===== src/rtl/ifu_pkg.sv =====
// Shared types for the instruction-fetch prefetch unit.
//   ifu_state_t : fetch FSM state encoding
//   ifu_entry_t : one queued instruction {pc, ins, fault} at 32-bit XLEN
//   RESP_OKAY   : read response code for a successful access
package ifu_pkg;

   localparam logic [1:0] RESP_OKAY = 2'b00;

   typedef enum logic [1:0] {
      IFU_IDLE  = 2'd0,
      IFU_DELAY = 2'd1,
      IFU_AR    = 2'd2,
      IFU_R     = 2'd3
   } ifu_state_t;

   typedef struct packed {
      logic [31:0] pc;
      logic [31:0] ins;
      logic        fault;
   } ifu_entry_t;

endpackage


===== src/rtl/ifu_fifo.sv =====
// Synchronous FIFO used as the fetch-to-decode instruction queue.
// Pointers carry one extra wrap bit so full and empty are distinguishable.
// Ports:
//   clk, rst      : clock, async active-high reset
//   push, din     : write an entry (ignored when full)
//   pop           : drop the head entry (ignored when empty)
//   flush         : empty the queue; wins over push/pop
//   full, empty   : occupancy flags
//   count         : number of entries held
//   head          : oldest entry (registered storage, no bypass)
module ifu_fifo #(
   parameter int WIDTH = 65,
   parameter int DEPTH = 4
) (
   input  logic                     clk,
   input  logic                     rst,
   input  logic                     push,
   input  logic                     pop,
   input  logic                     flush,
   input  logic [WIDTH-1:0]         din,
   output logic                     full,
   output logic                     empty,
   output logic [$clog2(DEPTH):0]   count,
   output logic [WIDTH-1:0]         head
);

   localparam int AW = $clog2(DEPTH);

   logic [AW:0]      wr_ptr;
   logic [AW:0]      rd_ptr;
   logic [WIDTH-1:0] mem [DEPTH];
   logic             do_push;
   logic             do_pop;

   assign empty   = (wr_ptr == rd_ptr);
   assign full    = (wr_ptr[AW] != rd_ptr[AW]) && (wr_ptr[AW-1:0] == rd_ptr[AW-1:0]);
   assign count   = wr_ptr - rd_ptr;
   assign head    = mem[rd_ptr[AW-1:0]];
   assign do_push = push && !full;
   assign do_pop  = pop && !empty;

   always_ff @(posedge clk or posedge rst) begin
      if (rst) begin
         wr_ptr <= '0;
         rd_ptr <= '0;
      end else if (flush) begin
         wr_ptr <= '0;
         rd_ptr <= '0;
      end else begin
         if (do_push) wr_ptr <= wr_ptr + (AW+1)'(1);
         if (do_pop)  rd_ptr <= rd_ptr + (AW+1)'(1);
      end
   end

   always_ff @(posedge clk) begin
      if (do_push && !flush) mem[wr_ptr[AW-1:0]] <= din;
   end

endmodule


===== src/rtl/ifu_prefetch.sv =====
// Instruction-fetch unit with a decoupling instruction queue. Issues one
// word read at a time on an AXI4-Lite-style read channel, runs ahead of
// decode up to DEPTH instructions and hands them to the IDU via valid/ready.
// A redirect flushes the queue and discards any outstanding response; a
// non-OKAY response is queued as a fault and halts fetch until a redirect.
//
// Build option: IFU_RANDOM_DELAY_EN (simulation only) inserts a random
// 0..31 cycle wait before each read address to stress the IDU handshake.
//
// Ports:
//   clk, rst                   : clock, async active-high reset
//   redirect_valid/_pc         : flush and restart fetch at redirect_pc
//   ifu_araddr/arvalid/arready : read address channel
//   ifu_rdata/rvalid/rresp/rready : read data channel
//   ifu_valid, idu_ready       : instruction handshake to the IDU
//   ins, out, ifu_fault        : head instruction, its PC, bus-error flag
//
// state     | meaning
// ----------+-------------------------------------------------------
// IFU_IDLE  | waiting for queue room (and not halted) to issue a read
// IFU_DELAY | random pre-issue wait (IFU_RANDOM_DELAY_EN builds only)
// IFU_AR    | arvalid held with araddr until arready
// IFU_R     | rready high, waiting for the read response
module ifu_prefetch
   import ifu_pkg::*;
#(
   parameter int              XLEN     = 32,
   parameter logic [XLEN-1:0] RESET_PC = 'h8000_0000,
   parameter int              DEPTH    = 4
) (
   input  logic            clk,
   input  logic            rst,
   input  logic            redirect_valid,
   input  logic [XLEN-1:0] redirect_pc,
   output logic [XLEN-1:0] ifu_araddr,
   output logic            ifu_arvalid,
   input  logic            ifu_arready,
   input  logic [XLEN-1:0] ifu_rdata,
   input  logic            ifu_rvalid,
   input  logic [1:0]      ifu_rresp,
   output logic            ifu_rready,
   output logic            ifu_valid,
   input  logic            idu_ready,
   output logic [31:0]     ins,
   output logic [XLEN-1:0] out,
   output logic            ifu_fault
);

   localparam int CW = $clog2(DEPTH) + 1;
   localparam int EW = XLEN + 32 + 1;

   ifu_state_t      state;
   logic [XLEN-1:0] fetch_pc;
   logic            drop;
   logic            halted;

   logic            q_full;
   logic            q_empty;
   logic [CW-1:0]   q_count;
   logic [EW-1:0]   q_head;
   logic            rsp_fault;
   logic            push_en;
   logic            can_issue;

   // A response is queued only if it belongs to the current fetch stream:
   // not flagged for dropping and not overtaken by a redirect this cycle.
   assign rsp_fault = (ifu_rresp != RESP_OKAY);
   assign push_en   = (state == IFU_R) && ifu_rvalid && !drop && !redirect_valid;
   assign can_issue = !halted && (q_count < CW'(DEPTH));

`ifdef IFU_RANDOM_DELAY_EN
   logic [4:0] dly_cnt;
`else
   // Back-to-back issue straight out of R keeps zero-wait throughput at one
   // instruction per two cycles; room is reserved for the entry being pushed.
   logic can_chain;
   assign can_chain = !rsp_fault && (q_count + CW'(1) < CW'(DEPTH));
`endif

   ifu_fifo #(
      .WIDTH (EW),
      .DEPTH (DEPTH)
   ) u_fifo (
      .clk   (clk),
      .rst   (rst),
      .push  (push_en && !q_full),
      .pop   (ifu_valid && idu_ready),
      .flush (redirect_valid),
      .din   ({ifu_araddr, ifu_rdata[31:0], rsp_fault}),
      .full  (q_full),
      .empty (q_empty),
      .count (q_count),
      .head  (q_head)
   );

   assign ifu_valid = !q_empty;
   assign out       = q_empty ? '0 : q_head[EW-1 -: XLEN];
   assign ins       = q_empty ? '0 : q_head[32:1];
   assign ifu_fault = q_empty ? 1'b0 : q_head[0];

   always_ff @(posedge clk or posedge rst) begin
      if (rst) begin
         state       <= IFU_IDLE;
         ifu_arvalid <= 1'b0;
         ifu_rready  <= 1'b0;
         ifu_araddr  <= RESET_PC;
         fetch_pc    <= RESET_PC;
         drop        <= 1'b0;
         halted      <= 1'b0;
`ifdef IFU_RANDOM_DELAY_EN
         dly_cnt     <= '0;
`endif
      end else begin
         if (redirect_valid) begin
            fetch_pc <= redirect_pc;
            halted   <= 1'b0;
         end

         case (state)
            IFU_IDLE: begin
               if (!redirect_valid && can_issue) begin
`ifdef IFU_RANDOM_DELAY_EN
                  state   <= IFU_DELAY;
                  dly_cnt <= 5'($random);
`else
                  state       <= IFU_AR;
                  ifu_arvalid <= 1'b1;
                  ifu_araddr  <= fetch_pc;
`endif
               end
            end

`ifdef IFU_RANDOM_DELAY_EN
            IFU_DELAY: begin
               if (dly_cnt == 5'd0) begin
                  state       <= IFU_AR;
                  ifu_arvalid <= 1'b1;
                  ifu_araddr  <= redirect_valid ? redirect_pc : fetch_pc;
               end else begin
                  dly_cnt <= dly_cnt - 5'd1;
               end
            end
`endif

            // Address stays put across a redirect; the response is dropped instead.
            IFU_AR: begin
               if (redirect_valid) drop <= 1'b1;
               if (ifu_arready) begin
                  state       <= IFU_R;
                  ifu_arvalid <= 1'b0;
                  ifu_rready  <= 1'b1;
               end
            end

            IFU_R: begin
               if (ifu_rvalid) begin
                  ifu_rready <= 1'b0;
                  drop       <= 1'b0;
                  state      <= IFU_IDLE;
                  if (push_en) begin
                     fetch_pc <= fetch_pc + XLEN'(4);
                     if (rsp_fault) halted <= 1'b1;
`ifndef IFU_RANDOM_DELAY_EN
                     if (can_chain) begin
                        state       <= IFU_AR;
                        ifu_arvalid <= 1'b1;
                        ifu_araddr  <= fetch_pc + XLEN'(4);
                     end
`endif
                  end
               end else if (redirect_valid) begin
                  drop <= 1'b1;
               end
            end

            default: state <= IFU_IDLE;
         endcase
      end
   end

endmodule


===== config.mk =====
export PLATFORM = sky130hd
export DESIGN_NAME = ifu_prefetch
export DESIGN_NICKNAME = d
export VERILOG_FILES = /design/src/rtl/ifu_pkg.sv /design/src/rtl/ifu_fifo.sv /design/src/rtl/ifu_prefetch.sv
export SDC_FILE = /design/constraint.sdc
export NUM_CORES = 1
export LEC_CHECK = 0
export ABC_AREA = 1
export BUFFER_PORTS_ARGS = -buffer_cell sky130_fd_sc_hd__buf_4
export CAP_MARGIN = 15
export CORE_ASPECT_RATIO = 1.5
export CORE_UTILIZATION = 63
export DETAILED_ROUTE_END_ITERATION = 10
export GPL_TIMING_DRIVEN = 0
export PLACE_DENSITY = 0.85
export SETUP_SLACK_MARGIN = 0.2
export SYNTH_ARGS = -nofsm -noshare
export SYNTH_HDL_FRONTEND = slang
export SYNTH_SLANG_ARGS = --single-unit

===== constraint.sdc =====
create_clock -name clk -period 12.42 [get_ports clk]
set_input_delay 2.484 -clock clk [delete_from_list [all_inputs] [get_ports clk]]
set_output_delay 2.484 -clock clk [all_outputs]
set_load 0.01 [all_outputs]

==> results of run 1 <==
-- sequential cells by signal, indices dropped and copies added, names as in the netlist --
name,cells
u_fifo.rd_ptr,3
fetch_pc,32
ifu_araddr,32
ifu_arvalid,1
state,2
u_fifo.wr_ptr,3
ifu_rready,1
u_fifo.mem,260
drop,1
halted,1
-- where the power goes --
group | switching (mW) | internal [mW] | total [mW]
logic | 0.564 | 0.340 | 0.904
registers | 0.119 | 1.35 | 1.47
clock network | 0.398 | 0.488 | 0.886
total | 1.08 | 2.18 | 3.26
-- through the flow --
stage	worst slack (ps)	cell area [um^2]
after floorplan	6251	14590
final	6679	17390
after detailed placement	7287	16460
after global placement	4124	16220
after CTS	6684	17390
after global routing	6547	17390
-- worst max-delay path: cells and delay by family, from the launching register on --
kind | cells | cell delay, ps
flops | 1 | 440
compound gates | 1 | 270
simple gates | 1 | 200
buf+inv | 6 | 1430
fa+ha+maj | 1 | 360
-- synth_stat cells, drive strengths merged, types with 8 or more instances --
cell	count	share of area
nor2	336	0.088
nand2	289	0.075
edfxtp	260	0.54
o21ai	165	0.057
dfrtp	74	0.13
a21oi	72	0.025
nand3	63	0.022
inv	54	0.014
clkbuf	44	0.011
buf	30	0.012
a31oi	18	0.0077
a211oi	13	0.0067
ha	8	0.0069
-- kinds of logic (layout without fill, tap and decap cells) --
logic type	after synthesis	count (layout)	share of synthesized area
xor+xnor	8	8	0.004803
flops	336	336	0.6658
fa+ha+maj	9	9	0.008234
compound gates	268	268	0.09572
simple gates	693	693	0.1878
buf+inv	130	363	0.03765
-- metal layers --
layer | part of all wire | GRT usage
met5 | 0 | 0
met4 | 0.056 | 0.2044
met3 | 0.073 | 0.04600
met2 | 0.52 | 0.5971
met1 | 0.35 | 0.3951
-- area by class of cell --
| cell class | instances | area, um^2 | share of cell area |
|---|---|---|---|
| Clock buffer | 42 | 868.3 | 0.04993 |
| Multi-Input combinational cell | 978 | 4354 | 0.2504 |
| Clock inverter | 11 | 66.31 | 0.003813 |
| Buffer | 74 | 339.1 | 0.01950 |
| Sequential cell | 336 | 9712 | 0.5584 |
| Tap cell | 276 | 345.3 | 0.01986 |
| Inverter | 56 | 212.7 | 0.01223 |
| Timing Repair Buffer | 180 | 1494 | 0.08590 |
-- final timing paths --
kind / start / to / slack, ps / cells after the start
worst max-delay path: u_fifo.rd_ptr[1] / out[19] / 6680 / 9
worst min-delay path: ifu_rready / ifu_rready / 480 / 2
worst max register to register: u_fifo.rd_ptr[1] / u_fifo.mem[0][18] / 9000 / 8
worst min register to register: ifu_rready / ifu_rready / 480 / 2
max in group asynchronous: rst / ifu_araddr[31] / 9830 / 3
min in group asynchronous: rst / ifu_rready / 1940 / 2
==> impl_metrics.csv, run 1 <==
group,metric,value,unit
clock_network,clockBufferDepth,3,
timing,slew_headroom,0.4349,
placed_design,dpl.hpwl,27300,um
floorplanning,die_h,188.4,um
drt,viasPerCell,5.898,
power_and_ir_drop,power_density,187.5,nW/um^2
final_layout,finalNonFillerCells,1953,
floorplanning,die_w,126.2,um
clock_network,cts_max_level,1,
timing,setup_viol,0,
yosys,ys_ff_latch,336,
setup_path,setup.worst_path.end_class,"output port",
grt,grt_pass1_vias,11750,
setup_path,arrival,3260,ps
floorplanning,die-area,23780,um^2
yosys,syn_inst,1444,
drt,vias,11520,
power_and_ir_drop,max-vdd-ir-drop,0.1097,mV
timing,final_hold_viol_count,0,
setup_path,critPathSlowestCell,"clkbuf_1",
timing,min_period_over_period,0.4622,
final_layout,drive_gt1_frac,0.1652,
clock_network,cts.repair.resized,0,
drt,route.detailed.drc,0,
grt,grt_max_degree,50,
drt,wl_per_cell,20.23,um
yosys,synthArstFlopShare,0.2262,
setup_path,cp.required,9940,ps
timing,whs,482.2,ps
final_layout,final_nets,1736,
floorplanning,ioPinCount,172,
floorplanning,fp.coreArea,22550,um^2
setup_path,crit_chain,"inv_1 -> clkbuf_1 -> ha_1 -> nand3_1 -> inv_1 -> buf_2 -> buf_2 -> a21oi_1 -> buf_4",
yosys,yosysWarningCount,0,
timing,skew,10.70,ps
timing,fin_crit,5741,ps
yosys,synthFlopType,"edfxtp_1",
setup_path,crit_fanout,11,
timing,finalMaxSlewViolations,0,
drt,first_pass_iters,6,
setup_path,path_class,"reg -> out",
timing,rsz0062_at_grt,"false",
clock_network,cts.clk_slew.worst_paths,60,ps
timing,fin_tns_setup,0,ps
power_and_ir_drop,p_total,3.260,mW
power_and_ir_drop,p_leak,6.962,nW
yosys,ys_seq_area_frac,0.6658,
placed_design,place_inst,1900,
grt,antenna_found_initial,0,
clock_network,tritoncts,"yes",
final_layout,n_fill_cell,1411,
yosys,netlist_area,14590,um^2
run,cap_violations,0,
drt,antenna_left,0,
clock_network,postCtsHoldBufs,0,
grt,overflow,0,
final_layout,final_cell_mix,"nor2_1 (324), nand2_1 (285), edfxtp_1 (260)",
final_layout,final_common_cell,"nor2_1",
setup_path,start_kind,"flip-flop",
final_layout,postLayoutCoreUtil,0.7712,
setup_path,max_stage_delay,530,ps
status,outcome,"complete, no violations",
clock_network,cts_setup_buffers,0,
clock_network,cts-buffers-inserted,29,
timing,tightest_slew,845.6,ps
yosys,avgSynthCellArea,10.10,um^2
yosys,synth-edff-count,260,
worst_hold_path,hold_path.class,"reg -> reg",
floorplanning,rows,67,
drt,drtIter0Drc,1205,
grt,grt_pass1_wl,61700,um
final_layout,num_antenna_cells,0,
grt,track_usage,0.3396,
placed_design,place.gp.congestion,0.9856,
yosys,ys_types,32,
floorplanning,initial_core_util,0.6469,
clock_network,cts-root-buf,"clkbuf_16",
placed_design,port_buffers,171,
clock_network,clock-sinks,336,
final_layout,synthToLayoutAreaGrowth,19.22,%
drt,drt-total-wl,39520,um
yosys,synth_nets,1525,
clock_network,insertion_delay,540,ps
timing,timing.fmax,174.2,MHz
(Power assumes the default switching activity.)
==> run 2, diff against run 1 <==
Settings changed: CORE_UTILIZATION 63 to 53, PLACE_DENSITY 0.85 to 0.76.
Clock period 12.42 ns to 4.8 ns, I/O delays scaled along.
==> run 2 against run 1 <==
Register-to-register slack worse by 7600 ps. Clock-buffer cell count is 3 lower. Worst setup slack got worse by 6100 ps. Combinational power rose to 2.6 times the previous value. Critical path type unchanged. Highest routed layer unchanged.
==> impl_metrics.csv, run 2 (synthesized netlist as in run 1, its figures left out) <==
group,metric,value,unit
status,outcome,"complete, no violations",
placed_design,place_inst,1968,
worst_hold_path,hold_path.class,"in -> async",
timing,skew,14.65,ps
clock_network,insertion_delay,560,ps
final_layout,final_common_cell,"nor2_1",
setup_path,ff2ff_setup_slack,1440,ps
setup_path,start_kind,"flip-flop",
clock_network,clock-sinks,336,
clock_network,clockBufferDepth,3,
timing,min_period_over_period,0.8846,
grt,use_met3,0.03030,
timing,whs,344.4,ps
timing,tightest_slew,784.9,ps
grt,use_met2,0.4889,
clock_network,cts_max_level,1,
clock_network,cts-buffers-inserted,29,
floorplanning,fp.coreArea,27130,um^2
drt,antenna_left,0,
floorplanning,initial_core_util,0.5377,
setup_path,reg2regPathDepth,8,
drt,vias,11080,
run,cap_violations,0,
clock_network,cts-root-buf,"clkbuf_16",
floorplanning,die-area,28210,um^2
final_layout,largest_reg_flops,260,
timing,fin_tns_setup,0,ps
grt,grt-busiest-layer,"met2",
drt,viasPerCell,5.487,
drt,first_pass_iters,5,
setup_path,path_class,"reg -> out",
clock_network,cts.repair.resized,0,
drt,route.detailed.drc,0,
timing,fin_ws,554.2,ps
setup_path,crit_fanout,11,
floorplanning,rows,74,
timing,setup_viol,0,
grt,antenna_found_initial,0,
timing,slew_headroom,0.4755,
clock_network,postCtsHoldBufs,0,
setup_path,setup.worst_path.end_class,"output port",
power_and_ir_drop,power_density,481.0,nW/um^2
floorplanning,die_w,137.5,um
power_and_ir_drop,max-vdd-ir-drop,0.3612,mV
setup_path,critPathSlowestCell,"clkbuf_1",
drt,drt-total-wl,37750,um
power_and_ir_drop,p_total,8.454,mW
setup_path,arrival,3290,ps
grt,overflow,0,
grt,met1_usage,0.3144,
grt,track_usage,0.2723,
setup_path,max_stage_delay,540,ps
timing,finalMaxSlewViolations,0,
drt,wl_per_cell,18.69,um
setup_path,cp.required,3840,ps
timing,rsz0062_at_grt,"false",
grt,grt_pass1_wl,57080,um
placed_design,dpl.hpwl,26430,um
final_layout,synthToLayoutAreaGrowth,20.49,%
grt,grt_max_degree,61,
setup_path,rr_startpoint,"u_fifo.rd_ptr[1]",
placed_design,port_buffers,171,
setup_path,crit_chain,"inv_1 -> clkbuf_1 -> ha_1 -> nand3_1 -> inv_1 -> buf_2 -> buf_2 -> a21oi_1 -> buf_4",
timing,timing.fmax,235.5,MHz
placed_design,place.gp.congestion,0.9474,
floorplanning,ioPinCount,172,
power_and_ir_drop,p_leak,7.012,nW
setup_path,regToRegEndpoint,"u_fifo.mem[3][10]",
timing,fin_crit,4246,ps
final_layout,final_nets,1738,
grt,grt_pass1_vias,10810,
final_layout,num_antenna_cells,0,
clock_network,cts.clk_slew.worst_paths,70,ps
clock_network,cts_setup_buffers,0,
final_layout,finalNonFillerCells,2020,
timing,final_hold_viol_count,0,
setup_path,crit_path_start,"u_fifo.rd_ptr[1]",
final_layout,final_cell_mix,"nor2_1 (324), nand2_1 (285), edfxtp_1 (260)",
placed_design,pre_cts_ws,1194,ps
drt,drtIter0Drc,856,
clock_network,tritoncts,"yes",
floorplanning,die_h,205.2,um
final_layout,drive_gt1_frac,0.1675,
run 2: area by class of cell:
type	instances	area [um^2]
tap	342	427.9
inverter	56	212.7
sequential	336	9712
clock buffer	39	834.6
buffer	74	339.1
multi-input combinational	978	4354
clock inverter	13	125.1
fill	2096	9552
timing repair buffer	182	1572
run 2: power breakdown:
part / internal, mW / total [mW] / leakage [nW] / switching (mW)
sequential: 3.50 / 3.80 / 3.30 / 0.307
combinational: 0.881 / 2.31 / 3.24 / 1.43
clock: 1.33 / 2.34 / 0.479 / 1.01
total: 5.71 / 8.45 / 7.01 / 2.75
run 2: worst max-delay path by stage:
stage                         to  slack (ps)
6_report                 out[21]         550
3_5_place_dp             out[21]        1190
2_1_floorplan   u_fifo.mem[0][0]         150
3_3_place_gp   u_fifo.mem[0][11]       -2080
5_1_grt                  out[19]         400
4_1_cts                  out[21]         600
run 2: critical path: cells and delay by family (launching register included):
family,cells,cell delay [ps]
compound gates,1,320
buf+inv,6,1420
fa+ha+maj,1,360
simple gates,1,200
flops,1,430
run 2: layer usage:
metal,part of all wire,up-vias,routed length (um)
met5,0,-,0
met4,0.047,0,1793
met3,0.062,95,2355
met2,0.52,430,19800
met1,0.37,5233,13800
li1,-,5326,-
run 2: through the flow:
step	utilization	cell area, um^2
5_1_grt	0.6479	17580
2_1_floorplan	-	14590
3_5_place_dp	0.6125	16620
6_report	0.6479	17580
3_3_place_gp	0.6008	16300
4_1_cts	0.6479	17580
==> run 3, diff against run 2 <==
Settings changed: REMOVE_ABC_BUFFERS set to 1.
==> run 3 against run 2 <==
Core utilization down 0.80 points. Critical path depth is 1 lower. Combinational power decreased by 8%. Sequential power about the same. Worst hold slack better by 61 ps. Via count shrank 2.9%. Final area fell by 1.2%. Sequential share of layout area rose by 0.73 points. Sequential cell count did not move. Clock-buffer cell count is 4 higher. Routed wire length fell by 7.5%. Total power fell by 0.45%. Critical endpoint is now ins[29]. Highest routed layer unchanged.
==> impl_metrics.csv, run 3 (synthesized netlist as in run 1, its figures left out) <==
group,metric,value,unit
setup_path,start_kind,"flip-flop",
timing,fin_tns_setup,0,ps
timing,final_hold_viol_count,0,
timing,tightest_slew,913.6,ps
timing,slew_headroom,0.3871,
timing,min_period_over_period,0.9002,
final_layout,final_nets,1668,
grt,grt_pass1_wl,54030,um
floorplanning,die_h,205.2,um
final_layout,num_antenna_cells,0,
grt,overflow,0,
clock_network,cts.clk_slew.worst_paths,70,ps
timing,timing.fmax,231.4,MHz
clock_network,cts_setup_buffers,0,
clock_network,clockBufferDepth,3,
power_and_ir_drop,p_total,8.416,mW
drt,vias,10760,
placed_design,dpl.hpwl,21350,um
drt,drt-total-wl,34920,um
placed_design,place.gp.congestion,0.9333,
timing,setup_viol,0,
placed_design,port_buffers,171,
status,outcome,"complete, no violations",
grt,grt_pass1_vias,10440,
clock_network,clock-sinks,336,
floorplanning,ioPinCount,172,
final_layout,synthToLayoutAreaGrowth,19.01,%
drt,drtIter0Drc,839,
final_layout,drive_gt1_frac,0.1570,
timing,fin_crit,4321,ps
grt,grt_max_degree,107,
floorplanning,die-area,28210,um^2
run,cap_violations,0,
floorplanning,fp.coreArea,27130,um^2
power_and_ir_drop,max-vdd-ir-drop,0.3833,mV
setup_path,arrival,3360,ps
floorplanning,rows,74,
grt,track_usage,0.2490,
clock_network,cts-root-buf,"clkbuf_16",
power_and_ir_drop,p_leak,6.864,nW
drt,wl_per_cell,17.88,um
drt,first_pass_iters,5,
final_layout,postLayoutCoreUtil,0.6399,
setup_path,crit_fanout,68,
timing,whs,405.0,ps
timing,rsz0062_at_grt,"false",
clock_network,tritoncts,"yes",
clock_network,cts.repair.resized,0,
placed_design,pre_cts_ws,287.9,ps
clock_network,postCtsHoldBufs,0,
power_and_ir_drop,power_density,484.8,nW/um^2
drt,viasPerCell,5.512,
final_layout,final_cell_mix,"nor2_1 (324), nand2_1 (285), edfxtp_1 (260)",
setup_path,path_class,"reg -> out",
final_layout,n_fill_cell,2153,
timing,fin_ws,478.8,ps
clock_network,insertion_delay,560,ps
clock_network,cts_max_level,1,
setup_path,cp.required,3840,ps
setup_path,reg2regPathDepth,8,
floorplanning,die_w,137.5,um
drt,antenna_left,0,
setup_path,setup.worst_path.end_class,"output port",
floorplanning,initial_core_util,0.5377,
timing,skew,15.85,ps
grt,antenna_found_initial,0,
final_layout,final_common_cell,"nor2_1",
worst_hold_path,hold_path.class,"in -> async",
timing,finalMaxSlewViolations,0,
final_layout,largest_reg_flops,260,
clock_network,cts-buffers-inserted,30,
drt,route.detailed.drc,0,
## run 3: changes by cell type in the layout (fill, tap and decap cells not counted), moves of 4 or more
cell	delta
buf_2	-22
buf_12	+4
clkinv_1	+6
clkinv_2	-7
clkbuf_1	-39
## run 3: area by class of cell
| type | count | area [um^2] | share of cell area |
|---|---|---|---|
| Clock buffer | 43 | 850.8 | 0.04901 |
| Clock inverter | 13 | 163.9 | 0.009441 |
| Inverter | 56 | 220.2 | 0.01268 |
| Sequential cell | 336 | 9719 | 0.5599 |
| Tap cell | 342 | 427.9 | 0.02465 |
| Timing Repair Buffer | 185 | 1624 | 0.09355 |
| Multi-Input combinational cell | 978 | 4354 | 0.2508 |
## run 3: metrics by stage
step                      std cells  cell area (um^2)
after global placement         1883             15960
after CTS                      1953             17360
final                          1953             17360
after global routing           1953             17360
after detailed placement       1897             16350
after floorplan                1370             14250
## run 3: metal layers
metal / wire (um) / track usage / share of wire
met5: 0 / 0 / 0
met4: 1122 / 0.1009 / 0.032
met3: 1688 / 0.02439 / 0.048
met2: 18310 / 0.4383 / 0.52
met1: 13800 / 0.3113 / 0.40
## run 3: final timing paths
kind                             startpoint           endpoint  slack, ps
hold reg to reg                 fetch_pc[0]        fetch_pc[0]        480
hold / removal                          rst        fetch_pc[0]        410
setup reg to reg                   state[0]  u_fifo.mem[3][63]        660
setup / recovery           u_fifo.rd_ptr[1]            ins[29]        480
max in group asynchronous               rst     ifu_araddr[31]       3740
min in group clk                fetch_pc[0]        fetch_pc[0]        480
## run 3: report_power, final
part	internal [mW]	switching [mW]	total, mW
logic	0.826	1.30	2.13
clock network	1.44	1.03	2.47
registers	3.50	0.314	3.81
## run 3: worst max-delay path, cell delays in order, from the launching register on
cell and delay (ps):
dfrtp_4 480, buf_16 310, inv_4 70, buf_16 240, ha_1 350, nand3_1 210, inv_4 660, a21oi_1 150
buf_4 200
